[src/rtl/uart_tx_fifo.sv]
`default_nettype none
// ============================================================================
// Module   : uart_tx_fifo
// Summary  : Byte FIFO plus handover FSM that feeds a UART transmitter.
// Revision : 1.0
// ============================================================================
module uart_tx_fifo #(
    parameter int DATA_W       = 8,
    parameter int DEPTH        = 16,
    parameter int ADDR_W       = $clog2(DEPTH),
    parameter int BUSY_TIMEOUT = 64
) (
    input  logic              clk,
    input  logic              rst_n,
    input  logic [DATA_W-1:0] in_wr_data,
    input  logic              in_wr_en,
    output logic              out_full,
    output logic              out_empty,
    output logic [ADDR_W:0]   out_count,
    output logic              out_ovf,
    input  logic              in_ovf_clear,
    output logic [DATA_W-1:0] out_tx_data,
    output logic              out_tx_valid,
    input  logic              in_tx_busy,
    output logic              out_tx_err,
    input  logic              in_err_clear,
    output logic              out_idle
);

    localparam int                 c_TMR_W    = (BUSY_TIMEOUT > 1) ? $clog2(BUSY_TIMEOUT) : 1;
    localparam logic [c_TMR_W-1:0] c_TMR_LAST = c_TMR_W'(BUSY_TIMEOUT - 1);
    localparam logic [ADDR_W:0]    c_DEPTH    = (ADDR_W+1)'(DEPTH);

    localparam logic [1:0] S_IDLE      = 2'd0;
    localparam logic [1:0] S_WAIT_BUSY = 2'd1;
    localparam logic [1:0] S_WAIT_DONE = 2'd2;

    logic [1:0]         r_state;
    logic [1:0]         w_state_nxt;
    logic [DATA_W-1:0]  r_mem [DEPTH];
    logic [ADDR_W-1:0]  r_wr_ptr;
    logic [ADDR_W-1:0]  r_rd_ptr;
    logic [ADDR_W:0]    r_count;
    logic [c_TMR_W-1:0] r_timer;
    logic [DATA_W-1:0]  r_tx_data;
    logic               r_tx_valid;
    logic               r_ovf;
    logic               r_err;
    logic               w_wr;
    logic               w_drop;
    logic               w_pop;
    logic               w_handover;
    logic               w_timeout;
    logic               w_tick;

    assign out_full     = (r_count == c_DEPTH);
    assign out_empty    = (r_count == '0);
    assign out_idle     = out_empty && (r_state == S_IDLE);
    assign out_count    = r_count;
    assign out_ovf      = r_ovf;
    assign out_tx_err   = r_err;
    assign out_tx_data  = r_tx_data;
    assign out_tx_valid = r_tx_valid;

    // A write against a full FIFO is dropped even if a pop frees a slot this cycle.
    assign w_wr   = in_wr_en && !out_full;
    assign w_drop = in_wr_en && out_full;

    always_ff @(posedge clk or negedge rst_n) begin
        if (!rst_n) r_state <= S_IDLE;
        else        r_state <= w_state_nxt;
    end

    always_comb begin
        w_state_nxt = r_state;
        case (r_state)
            S_IDLE:      if (!out_empty && !in_tx_busy) w_state_nxt = S_WAIT_BUSY;
            S_WAIT_BUSY: begin
                if (in_tx_busy)                  w_state_nxt = S_WAIT_DONE;
                else if (r_timer == c_TMR_LAST) w_state_nxt = S_IDLE;
            end
            S_WAIT_DONE: if (!in_tx_busy) w_state_nxt = S_IDLE;
            default:     w_state_nxt = S_IDLE;
        endcase
    end

    always_comb begin
        w_pop      = 1'b0;
        w_handover = 1'b0;
        w_timeout  = 1'b0;
        w_tick     = 1'b0;
        case (r_state)
            S_IDLE:      w_pop = !out_empty && !in_tx_busy;
            S_WAIT_BUSY: begin
                w_handover = in_tx_busy;
                w_timeout  = !in_tx_busy && (r_timer == c_TMR_LAST);
                w_tick     = !in_tx_busy && (r_timer != c_TMR_LAST);
            end
            default: ;
        endcase
    end

    // Storage is not reset; the pointers alone define what is valid.
    always_ff @(posedge clk) begin
        if (w_wr) r_mem[r_wr_ptr] <= in_wr_data;
    end

    always_ff @(posedge clk or negedge rst_n) begin
        if (!rst_n) begin
            r_wr_ptr <= '0;
            r_rd_ptr <= '0;
            r_count  <= '0;
        end else begin
            if (w_wr)  r_wr_ptr <= r_wr_ptr + 1'b1;
            if (w_pop) r_rd_ptr <= r_rd_ptr + 1'b1;
            case ({w_wr, w_pop})
                2'b10:   r_count <= r_count + 1'b1;
                2'b01:   r_count <= r_count - 1'b1;
                default: ;
            endcase
        end
    end

    always_ff @(posedge clk or negedge rst_n) begin
        if (!rst_n) begin
            r_tx_data  <= '0;
            r_tx_valid <= 1'b0;
            r_timer    <= '0;
            r_ovf      <= 1'b0;
            r_err      <= 1'b0;
        end else begin
            if (w_pop) begin
                r_tx_data  <= r_mem[r_rd_ptr];
                r_tx_valid <= 1'b1;
                r_timer    <= '0;
            end else if (w_handover || w_timeout) begin
                r_tx_valid <= 1'b0;
            end else if (w_tick) begin
                r_timer <= r_timer + 1'b1;
            end
            if (w_drop)            r_ovf <= 1'b1;
            else if (in_ovf_clear) r_ovf <= 1'b0;
            if (w_timeout)         r_err <= 1'b1;
            else if (in_err_clear) r_err <= 1'b0;
        end
    end

endmodule
`default_nettype wire

[config.mk]
export PLATFORM = sky130hd
export DESIGN_NAME = uart_tx_fifo
export DESIGN_NICKNAME = d
export VERILOG_FILES = /design/src/rtl/uart_tx_fifo.sv
export SDC_FILE = /design/constraint.sdc
export NUM_CORES = 1
export LEC_CHECK = 0
export BUFFER_PORTS_ARGS = -buffer_cell sky130_fd_sc_hd__buf_2
export CAP_MARGIN = 20
export CELL_PAD_IN_SITES_DETAIL_PLACEMENT = 1
export CELL_PAD_IN_SITES_GLOBAL_PLACEMENT = 1
export CORE_AREA = 2 2 125 127
export DETAILED_ROUTE_END_ITERATION = 7
export DIE_AREA = 0 0 127 129
export HOLD_SLACK_MARGIN = 0.06
export PLACE_DENSITY_LB_ADDON = 0.05
export REMOVE_ABC_BUFFERS = 1
export SYNTH_ARGS = -nofsm -noshare
export SYNTH_HDL_FRONTEND = slang
export SYNTH_SLANG_ARGS = --single-unit
[constraint.sdc]
create_clock -name clk -period 2.8 [get_ports clk]
set_input_delay 0.42 -clock clk [delete_from_list [all_inputs] [get_ports clk]]
set_output_delay 0.42 -clock clk [all_outputs]
set_load 0.1 [all_outputs]
======== Word-level counts from Yosys, hierarchy flattened ========
Memory sizes are Yosys's and may differ from the RTL's. A register that Yosys moved wholly into a read port is not among the register bits.
Index checks and enable logic that the tools add are counted.
word-level totals
  bits of input ports ..................... 14
  logic and storage cells ................. 66
  memory bits (writable) .................. 128
  register bits ........................... 24
  memories ................................ 1
memory list
  memory  depth  width  rd ports  clocked after memory_dff  wr ports  line  text
  r_mem   16     8      1         1                         1         40    logic [DATA_W-1:0] r_mem [DEPTH];
cells by class
  $add $sub $neg .......................... 5
  muxes and demuxes ....................... 21
  reductions and logical operators ........ 20
  eq/ne operators ......................... 11
operators with widths
  operator                                               count
  two-way mux 6 bit                                      3
  two-way mux 1 bit                                      12
  one-hot mux 5 bit (2 select lines)                     1
  nonzero test 2 bit                                     5
  adder 4 x 1 -> 4 bit, second input constant            2
  two-way mux 2 bit                                      4
  adder 6 x 1 -> 6 bit, second input constant            1
  equality test 6 bit, second input constant             1
  logical AND 1 bit                                      6
  inequality test 6 bit, second input constant           1
  one-hot mux 2 bit (3 select lines)                     1
  adder 5 x 1 -> 5 bit, second input constant            1
  equality test 5 bit, second input constant             1
  zero test 5 bit                                        1
  subtractor 5 x 1 -> 5 bit, second input constant       1
  equality test 2 x 1 -> 1 bit, second input constant    2
  equality test 2 bit, second input constant             2
  zero test 1 bit                                        4
  inequality test 2 bit, second input constant           2
  inequality test 3 bit, second input constant           1
  AND reduction 3 bit                                    1
  zero test 2 bit                                        1
  inequality test 2 x 1 -> 1 bit, second input constant  1
  AND reduction 2 bit                                    1
  logical OR 1 bit                                       1

======== Logic depth before layout (Yosys ltp) ========
Gate-level depths: netlist of run 1.
  word-level depth ........................ 6
  mapped depth ............................ 12

======== Least setup slack after synthesis of run 1 ========
Ideal clock, no wire load.
  kind .................................... register to output
  from .................................... reg r_count[2], in the netlist out_count[2]
  to ...................................... out out_idle
  slack ................................... -2.199 ns
  cell stages (with the launch flop) ...... 5
  arrival time ............................ 4.579 ns
  path buffers ............................ 1
  cell sequence ........................... dfrtp_1 -> clkbuf_1 -> nor4_4 -> and2_1 -> nor3b_1
on the way
  cells in the longest elaborated chain, start to end .. 2
ends and longest elaborated chain
  what                    line  text
  start, declared         43    logic [ADDR_W:0] r_count;
  start signal, assigned  117   2'b10: r_count <= r_count + 1'b1;
  start signal, assigned  118   2'b01: r_count <= r_count - 1'b1;
  zero test 5 bit         57    assign out_empty = (r_count == '0);
  via out_empty           18    output logic out_empty,
  logical AND 1 bit       58    assign out_idle = out_empty && (r_state == S_IDLE);
  end, declared           27    output logic out_idle
The timed path passes the listed nets, and every way through them passes these cells.

======== Final worst setup path of run 1 ========
  from .................................... reg r_count[0], in the netlist out_count[0]
  to ...................................... out out_idle
on the way
  cells in the longest elaborated chain, start to end .. 2
ends and longest elaborated chain
  what               line
  zero test 5 bit    57
  logical AND 1 bit  58
No other way between the ends.

==> impl_metrics.toml, run 1 <==
[synth]
synth_compound_area_frac = 0.0520
syn_area_mm2 = 0.00660
synthFlopType = "edfxtp_1"
ys_ff_latch = 160
muxShareOfSynthArea = 0.133
synth-simple-area-share = 0.0469
netlist_instances = 363
synthArstFlopShare = 0.200
synth_seq_area_share = 0.704
yosysUniqueCellTypes = 50
syn_avg_cell_area_um2 = 18.2
synthXorXnorAreaFrac = 0.0186
synth_warnings = 0
synth_fa_ha_area_frac = 0.0190
synth_top_family_by_area = "multiplexers"
synth_edf_count = 128

[setup_path]
arrival_ps = 2110
worstSetupEndpointType = "output pin"
cp_top_family = "simple AND/OR/NAND/NOR gates"
critPathLaunchType = "flip-flop"
cpPeakStageDelay_ps = 470
crit_buf_inv = 2
cp_data_required_time_ps = 2380
crit_path_max_fanout = 6
critPathSlowestCell = "dfrtp_1"
critPathKind = "reg2out"
path_cells = "nor4_4 -> buf_4 -> and2_1 -> nor3b_1 -> clkbuf_4"

[worst_hold_path]
hold_path.class = "in2async"

[sta]
whs_ps = 78.5
fin_skew_ps = 5.44
worst_pin_slew_ps = 957
slew_violations = 0
min_period_ps = 2530
slew_headroom = 0.360
tns_ps = 0
finalHoldViolCount = 0
fin_crit_sh = 0.902
fin_ws_ps = 274
finalSetupViolCount = 0
grt_setup_unrepaired = "false"
clock.fmax_mhz = 396

[clocking]
cts_tree = "done"
cts-root-buf = "clkbuf_16"
clk_pin_slew_worst_paths_ps = 60
insertion_delay_ps = 420
clkSinkCount = 160
cts.path.max_buffers = 2
cts_max_level = 4
numCtsBuffers = 17

[floorplanning]
ios = 33
fp.dieW_um = 127
die_area_mm2 = 0.0164
rows = 45
die_h_um = 129
initial_core_util = 0.440
core_region_area_mm2 = 0.0150

[layout]
layout_common_cells = "edfxtp_1, buf_2, dfrtp_1"
num_antenna_cells = 0
area_growth_pct = 14.2
fillers = 1391
final_common_cell = "edfxtp_1"
final_nets = 431
drive_above_1_share = 0.271

[grt]
grt_pass1_wl_um = 21600
antenna_found_initial = 0
grt_pass1_vias = 3627
grt_max_degree = 35
grtUsageTotal = 0.185
grt-ovfl-total = 0

[route]
dr.pass1.iters = 4
avgViaCountPerCell = 5.57
routed-via-count = 3388
m1WireLength_um = 6000
wl_met2_um = 6910
drc = 0
wl_met3_um = 612
ant_nets = 0
drt_iter0_drc = 104
routed_wl_um = 13800
highest_layer = "met4"
detail_route.wl_per_cell_um = 22.7

[placement]
port_buffers = 32
post-place-ws_ps = 281
hpwlAfterDp_um = 8590
gp_congestion = 0.767

[run]
cap_violations = 0

[power]
vdd_ir_drop_max_uv = 488
leakage_nw = 2.64
powerDensity_mw_per_mm2 = 1130

[run_status]
status = "completed"
[synthesized netlist by cell type (all sizes together), types with 2 or more instances]
library cell | count | area (um2)
o21ai | 11 | 55.1
or3 | 3 | 18.8
o31ai | 2 | 15.0
clkbuf | 6 | 36.3
inv | 9 | 33.8
xnor2 | 8 | 70.1
mux4 | 32 | 754
nand3 | 3 | 15.0
nand2b | 3 | 18.8
nor3 | 5 | 25.0
buf | 11 | 105
xor2 | 6 | 52.6
nor2 | 19 | 71.3
dfrtp | 32 | 801
mux2 | 10 | 113
edfxtp | 128 | 3840
nand4 | 2 | 12.5
and2 | 4 | 25.0
a21oi | 15 | 86.3
ha | 10 | 125
nor3b | 2 | 26.3
o22ai | 16 | 106
nand2 | 10 | 37.5
[where the power goes]
group | switching (mW) | leakage, nW | internal, mW
clock | 0.938 | 0.271 | 1.33
sequential | 0.342 | 1.54 | 2.96
combinational | 1.88 | 0.831 | 1.04
total | 3.16 | 2.64 | 5.33
[flip-flops by register name (all words and copies together) (netlist names), 2 cells and up]
register and count:
r_mem 128, out_tx_data 8, r_timer 6, out_count 5, r_rd_ptr 4, r_wr_ptr 4
r_state 2
[what timing repair did]
item,in CTS,in global routing
setup endpoints to repair,0,1
resized for setup,0,1
hold buffers,0,0
buffers inserted,0,1
[kinds of logic after synthesis]
| kind of cell | after synthesis |
|---|---|
| buffers and inverters | 26 |
| flip-flops | 160 |
| adder cells (fa/ha/maj) | 10 |
| XOR/XNOR | 14 |
| AO/OA/AOI/OAI | 53 |
| multiplexers | 43 |
| AND/OR/NAND/NOR | 57 |
[cell type report]
cell class | instances | area (um2) | area share
timing repair buffer | 42 | 263 | 0.0349
inverter | 9 | 33.8 | 0.00448
tap | 188 | 235 | 0.0312
sequential | 160 | 4650 | 0.616
clock buffer | 19 | 443 | 0.0588
clock inverter | 13 | 139 | 0.0184
multi-input combinational | 177 | 1780 | 0.236
[per-stage QoR]
stage / area [um2] / utilization / std cells / power [mW]
2_1_floorplan: 6450 / - / 346 / 5.46
3_5_place_dp: 6940 / 0.464 / 575 / 6.29
4_1_cts: 7530 / 0.503 / 607 / 8.58
6_report: 7540 / 0.503 / 608 / 8.49
3_3_place_gp: 6940 / 0.464 / 575 / 6.24
5_1_grt: 7540 / 0.503 / 608 / 8.92
[final timing paths]
check	start	endpoint	slack, ps	cells after the start
max	out_count[0]	out_idle	270	5
min reg2reg	out_ovf	out_ovf	510	1
min	rst_n	out_count[3]	80	1
min in group clk	in_err_clear	out_tx_err	190	2
max reg2reg	out_count[2]	out_count[4]	400	11
max in group asynchronous	rst_n	r_rd_ptr[2]	2140	1
[metal layers]
| metal | track usage | up-vias |
|---|---|---|
| met4 | 0.0640 | 0 |
| met5 | 0 | - |
| li1 | - | 1532 |
| met2 | 0.311 | 80 |
| met1 | 0.240 | 1753 |
| met3 | 0.0432 | 23 |
Note: power is estimated with default switching activity, not from simulation.
==> run 2: changes to the inputs <==
--- a/config.mk
+++ b/config.mk
@@ -5,7 +5,7 @@
 export SDC_FILE = /design/constraint.sdc
 export NUM_CORES = 1
 export LEC_CHECK = 0
-export BUFFER_PORTS_ARGS = -buffer_cell sky130_fd_sc_hd__buf_2
+export BUFFER_PORTS_ARGS = -buffer_cell sky130_fd_sc_hd__buf_4
 export CAP_MARGIN = 20
 export CELL_PAD_IN_SITES_DETAIL_PLACEMENT = 1
 export CELL_PAD_IN_SITES_GLOBAL_PLACEMENT = 1
==> impl_metrics.toml, run 2 (same netlist as run 1, synthesis figures left out) <==
[clocking]
cts-root-buf = "clkbuf_16"
cts_tree = "done"
clkSinkCount = 160
clk_pin_slew_worst_paths_ps = 60
cts.path.max_buffers = 2
insertion_delay_ps = 430
cts_setup_buffers = 0
numCtsBuffers = 17
cts_max_level = 4

[setup_path]
cp_data_required_time_ps = 2380
crit_buf_inv = 1
crit_path_max_fanout = 8
critPathSlowestCell = "nor4_4"
arrival_ps = 2180
cp_top_family = "simple AND/OR/NAND/NOR gates"
path_cells = "nor4_4 -> and2_1 -> nor3b_1 -> buf_4"
cpPeakStageDelay_ps = 480
critPathLaunchType = "flip-flop"
critPathKind = "reg2out"
worstSetupEndpointType = "output pin"

[floorplanning]
die_h_um = 129
rows = 45
ios = 33
fp.dieW_um = 127
initial_core_util = 0.440
core_region_area_mm2 = 0.0150
die_area_mm2 = 0.0164

[route]
avgViaCountPerCell = 5.55
drt_iter0_drc = 207
detail_route.wl_per_cell_um = 22.6
drc = 0
routed-via-count = 3377
routed_wl_um = 13800
ant_nets = 0
dr.pass1.iters = 4

[layout]
largest_reg_flops = 128
final_nets = 432
final_util = 0.512
area_growth_pct = 16.3
final_cell_area_mm2 = 0.00767
layout_common_cells = "edfxtp_1, buf_4, dfrtp_1"
drive_above_1_share = 0.268
top_register = "r_mem"
fillers = 1373
stdcell_count = 609
num_antenna_cells = 0
final_common_cell = "edfxtp_1"

[sta]
whs_ps = 186
worst_pin_slew_ps = 1020
min_period_ps = 2600
slew_violations = 0
slew_headroom = 0.316
finalHoldViolCount = 0
fin_ws_ps = 196
finalSetupViolCount = 0
fin_skew_ps = 7.60
grt_setup_unrepaired = "false"
clock.fmax_mhz = 384
fin_crit_sh = 0.930

[placement]
hpwlAfterDp_um = 8970
placed_area_mm2 = 0.00702
post-place-ws_ps = 283
gp_congestion = 0.751
port_buffers = 32
placedCellCount = 576

[power]
vdd_ir_drop_max_uv = 482
leakage_nw = 2.70
powerDensity_mw_per_mm2 = 1150

[grt]
antenna_found_initial = 0
grt_pass1_vias = 3646
grtUsageTotal = 0.184
grt_pass1_wl_um = 21600
grt-ovfl-total = 0
grt_max_degree = 35

[run_status]
status = "completed"

[worst_hold_path]
hold_path.class = "in2reg"

[run]
cap_violations = 0
run 2: cell types whose count changed in the layout (fill, tap and decap cells not counted):
cell and delta:
clkinv_2 -1, buf_4 +33, clkbuf_4 -1, dlygate4sd3_1 +1
clkinvlp_4 -2, clkbuf_8 -1, buf_2 -31, clkinv_1 +1
bufinv_16 +3, clkinv_4 -1, inv_6 +1, buf_12 -1
run 2: metrics by stage:
stage                     TNS [ps]  total power [mW]
final                            0              8.81
after global routing             0              9.22
after CTS                        0              8.93
after detailed placement         0              6.40
after global placement           0              6.34
after floorplan              -3020              5.46
run 2: routing by layer:
layer  wire length [um]  global-route usage  vias up
li1                   -                   -     1531
met1               6080               0.239     1763
met2               7020               0.308       61
met3                430              0.0353       22
met4                259              0.0730        0
met5                  0                   0        -
run 2: final cells by class:
type	count	area [um2]	share of cell area
Sequential cell	160	4650	0.606
Multi-Input combinational cell	177	1780	0.232
Clock buffer	18	429	0.0559
Timing Repair Buffer	43	338	0.0440
Tap cell	188	235	0.0307
Clock inverter	14	213	0.0277
Inverter	9	33.8	0.00440
run 2: repair_timing:
action,CTS,global route
hold endpoints to repair,32,0
resized for setup,0,0
hold buffers,1,0
run 2: power breakdown:
part / total [mW] / leakage, nW / switching (mW) / internal, mW
logic: 3.02 / 0.857 / 1.92 / 1.10
registers: 3.29 / 1.54 / 0.334 / 2.96
clock network: 2.51 / 0.304 / 0.924 / 1.58
run 2: final timing paths:
check / slack (ps) / endpoint / from / depth (start not counted)
worst max-delay path: 200 / out_idle / out_count[1] / 4
worst min-delay path: 190 / out_tx_err / in_err_clear / 2
worst max register to register: 280 / out_count[4] / out_count[1] / 10
worst min register to register: 520 / out_ovf / out_ovf / 1
max in group asynchronous: 1980 / r_rd_ptr[2] / rst_n / 2
min in group asynchronous: 480 / out_count[2] / rst_n / 2
==> run 3: changes to the inputs <==
--- a/config.mk
+++ b/config.mk
@@ -9,9 +9,9 @@
 export CAP_MARGIN = 20
 export CELL_PAD_IN_SITES_DETAIL_PLACEMENT = 1
 export CELL_PAD_IN_SITES_GLOBAL_PLACEMENT = 1
-export CORE_AREA = 2 2 125 127
+export CORE_AREA = 5 5 128 130
 export DETAILED_ROUTE_END_ITERATION = 7
-export DIE_AREA = 0 0 127 129
+export DIE_AREA = 0 0 133 135
 export HOLD_SLACK_MARGIN = 0.06
 export PLACE_DENSITY_LB_ADDON = 0.05
 export REMOVE_ABC_BUFFERS = 1
==> impl_metrics.toml, run 3 (same netlist as run 1, synthesis figures left out) <==
[sta]
fin_ws_ps = 207
whs_ps = 196
fin_crit_sh = 0.926
fin_skew_ps = 7.95
grt_setup_unrepaired = "false"
slew_headroom = 0.367
finalSetupViolCount = 0
clock.fmax_mhz = 386
min_period_ps = 2590
slew_violations = 0
tns_ps = 0
worst_pin_slew_ps = 946
finalHoldViolCount = 0

[setup_path]
cp_data_required_time_ps = 2380
arrival_ps = 2170
cpPeakStageDelay_ps = 490
critPathKind = "reg2out"
worstSetupEndpointType = "output pin"
crit_buf_inv = 1
critPathLaunchType = "flip-flop"
crit_path_max_fanout = 8
path_cells = "nor4_4 -> and2_1 -> nor3b_1 -> buf_4"
critPathSlowestCell = "nor4_4"
cp_top_family = "simple AND/OR/NAND/NOR gates"

[route]
drt_iter0_drc = 232
ant_nets = 0
dr.pass1.iters = 4
avgViaCountPerCell = 5.61
drc = 0
routed_wl_um = 14300
routed-via-count = 3457
detail_route.wl_per_cell_um = 23.2

[grt]
grt-ovfl-total = 0
grt_pass1_vias = 3703
grtUsageTotal = 0.170
antenna_found_initial = 0
grt_max_degree = 33
grt_pass1_wl_um = 22500

[worst_hold_path]
hold_path.class = "in2reg"

[floorplanning]
fp.dieW_um = 133
die_h_um = 135
initial_core_util = 0.439
rows = 45
die_area_mm2 = 0.0180
core_region_area_mm2 = 0.0150
ios = 33

[placement]
hpwlAfterDp_um = 9310
gp_congestion = 0.845
placedCellCount = 583
post-place-ws_ps = 311
placed_area_mm2 = 0.00707
port_buffers = 32

[clocking]
cts_max_level = 4
cts_hold_buf = 1
clk_pin_slew_worst_paths_ps = 60
insertion_delay_ps = 420
cts_tree = "done"
cts_setup_buffers = 0
cts-root-buf = "clkbuf_16"
cts_resized = 0
clkSinkCount = 160
numCtsBuffers = 17
cts.path.max_buffers = 2

[layout]
layout_common_cells = "edfxtp_1, buf_4, dfrtp_1"
top_register = "r_mem"
num_antenna_cells = 0
final_common_cell = "edfxtp_1"
final_util = 0.512
fillers = 1380
drive_above_1_share = 0.285
area_growth_pct = 16.7
final_nets = 439
final_cell_area_mm2 = 0.00770
largest_reg_flops = 128
stdcell_count = 616

[power]
powerDensity_mw_per_mm2 = 1150
leakage_nw = 2.73
vdd_ir_drop_max_uv = 504
fin_total_pwr_mw = 8.82

[run_status]
status = "completed"

[run]
cap_violations = 0
## run 3: cell count changes in the layout (fill, tap and decap cells not counted)
cell / before / now
buf_4: 41 / 48
bufinv_16: 5 / 4
clkbuf_1: 1 / 0
clkinv_1: 1 / 0
clkinv_2: 2 / 5
clkinv_4: 1 / 2
clkinvlp_2: 0 / 1
clkinvlp_4: 3 / 2
inv_6: 2 / 1
## run 3: worst paths after layout
kind / startpoint / endpoint / slack (ps) / cells after the start
worst max-delay path: out_count[1] / out_idle / 210 / 4
worst min-delay path: in_err_clear / out_tx_err / 200 / 2
worst max register to register: out_count[1] / out_count[4] / 320 / 10
worst min register to register: out_ovf / out_ovf / 510 / 1
max in group asynchronous: rst_n / r_rd_ptr[2] / 1990 / 2
min in group asynchronous: rst_n / out_count[2] / 470 / 2
## run 3: area by class of cell
| class | count | area [um2] | share of cell area |
|---|---|---|---|
| repair buffers | 50 | 390 | 0.0507 |
| clock inverters | 15 | 191 | 0.0249 |
| flip-flops and latches | 160 | 4650 | 0.603 |
| multi-input cells | 177 | 1780 | 0.231 |
| well taps | 188 | 235 | 0.0306 |
| inverters | 9 | 33.8 | 0.00439 |
| clock buffers | 17 | 425 | 0.0553 |
## run 3: where the power goes
group	switching (mW)	internal [mW]
clock network	0.937	1.49
logic	1.87	1.14
registers	0.433	2.95
total	3.24	5.58
## run 3: layer usage
layer / share of wire / vias to the layer above / GRT usage
met3: 0.037 / 12 / 0.0406
met5: 0 / - / 0
met2: 0.49 / 73 / 0.271
met1: 0.46 / 1824 / 0.230
met4: 0.0096 / 0 / 0.0560
li1: - / 1548 / -
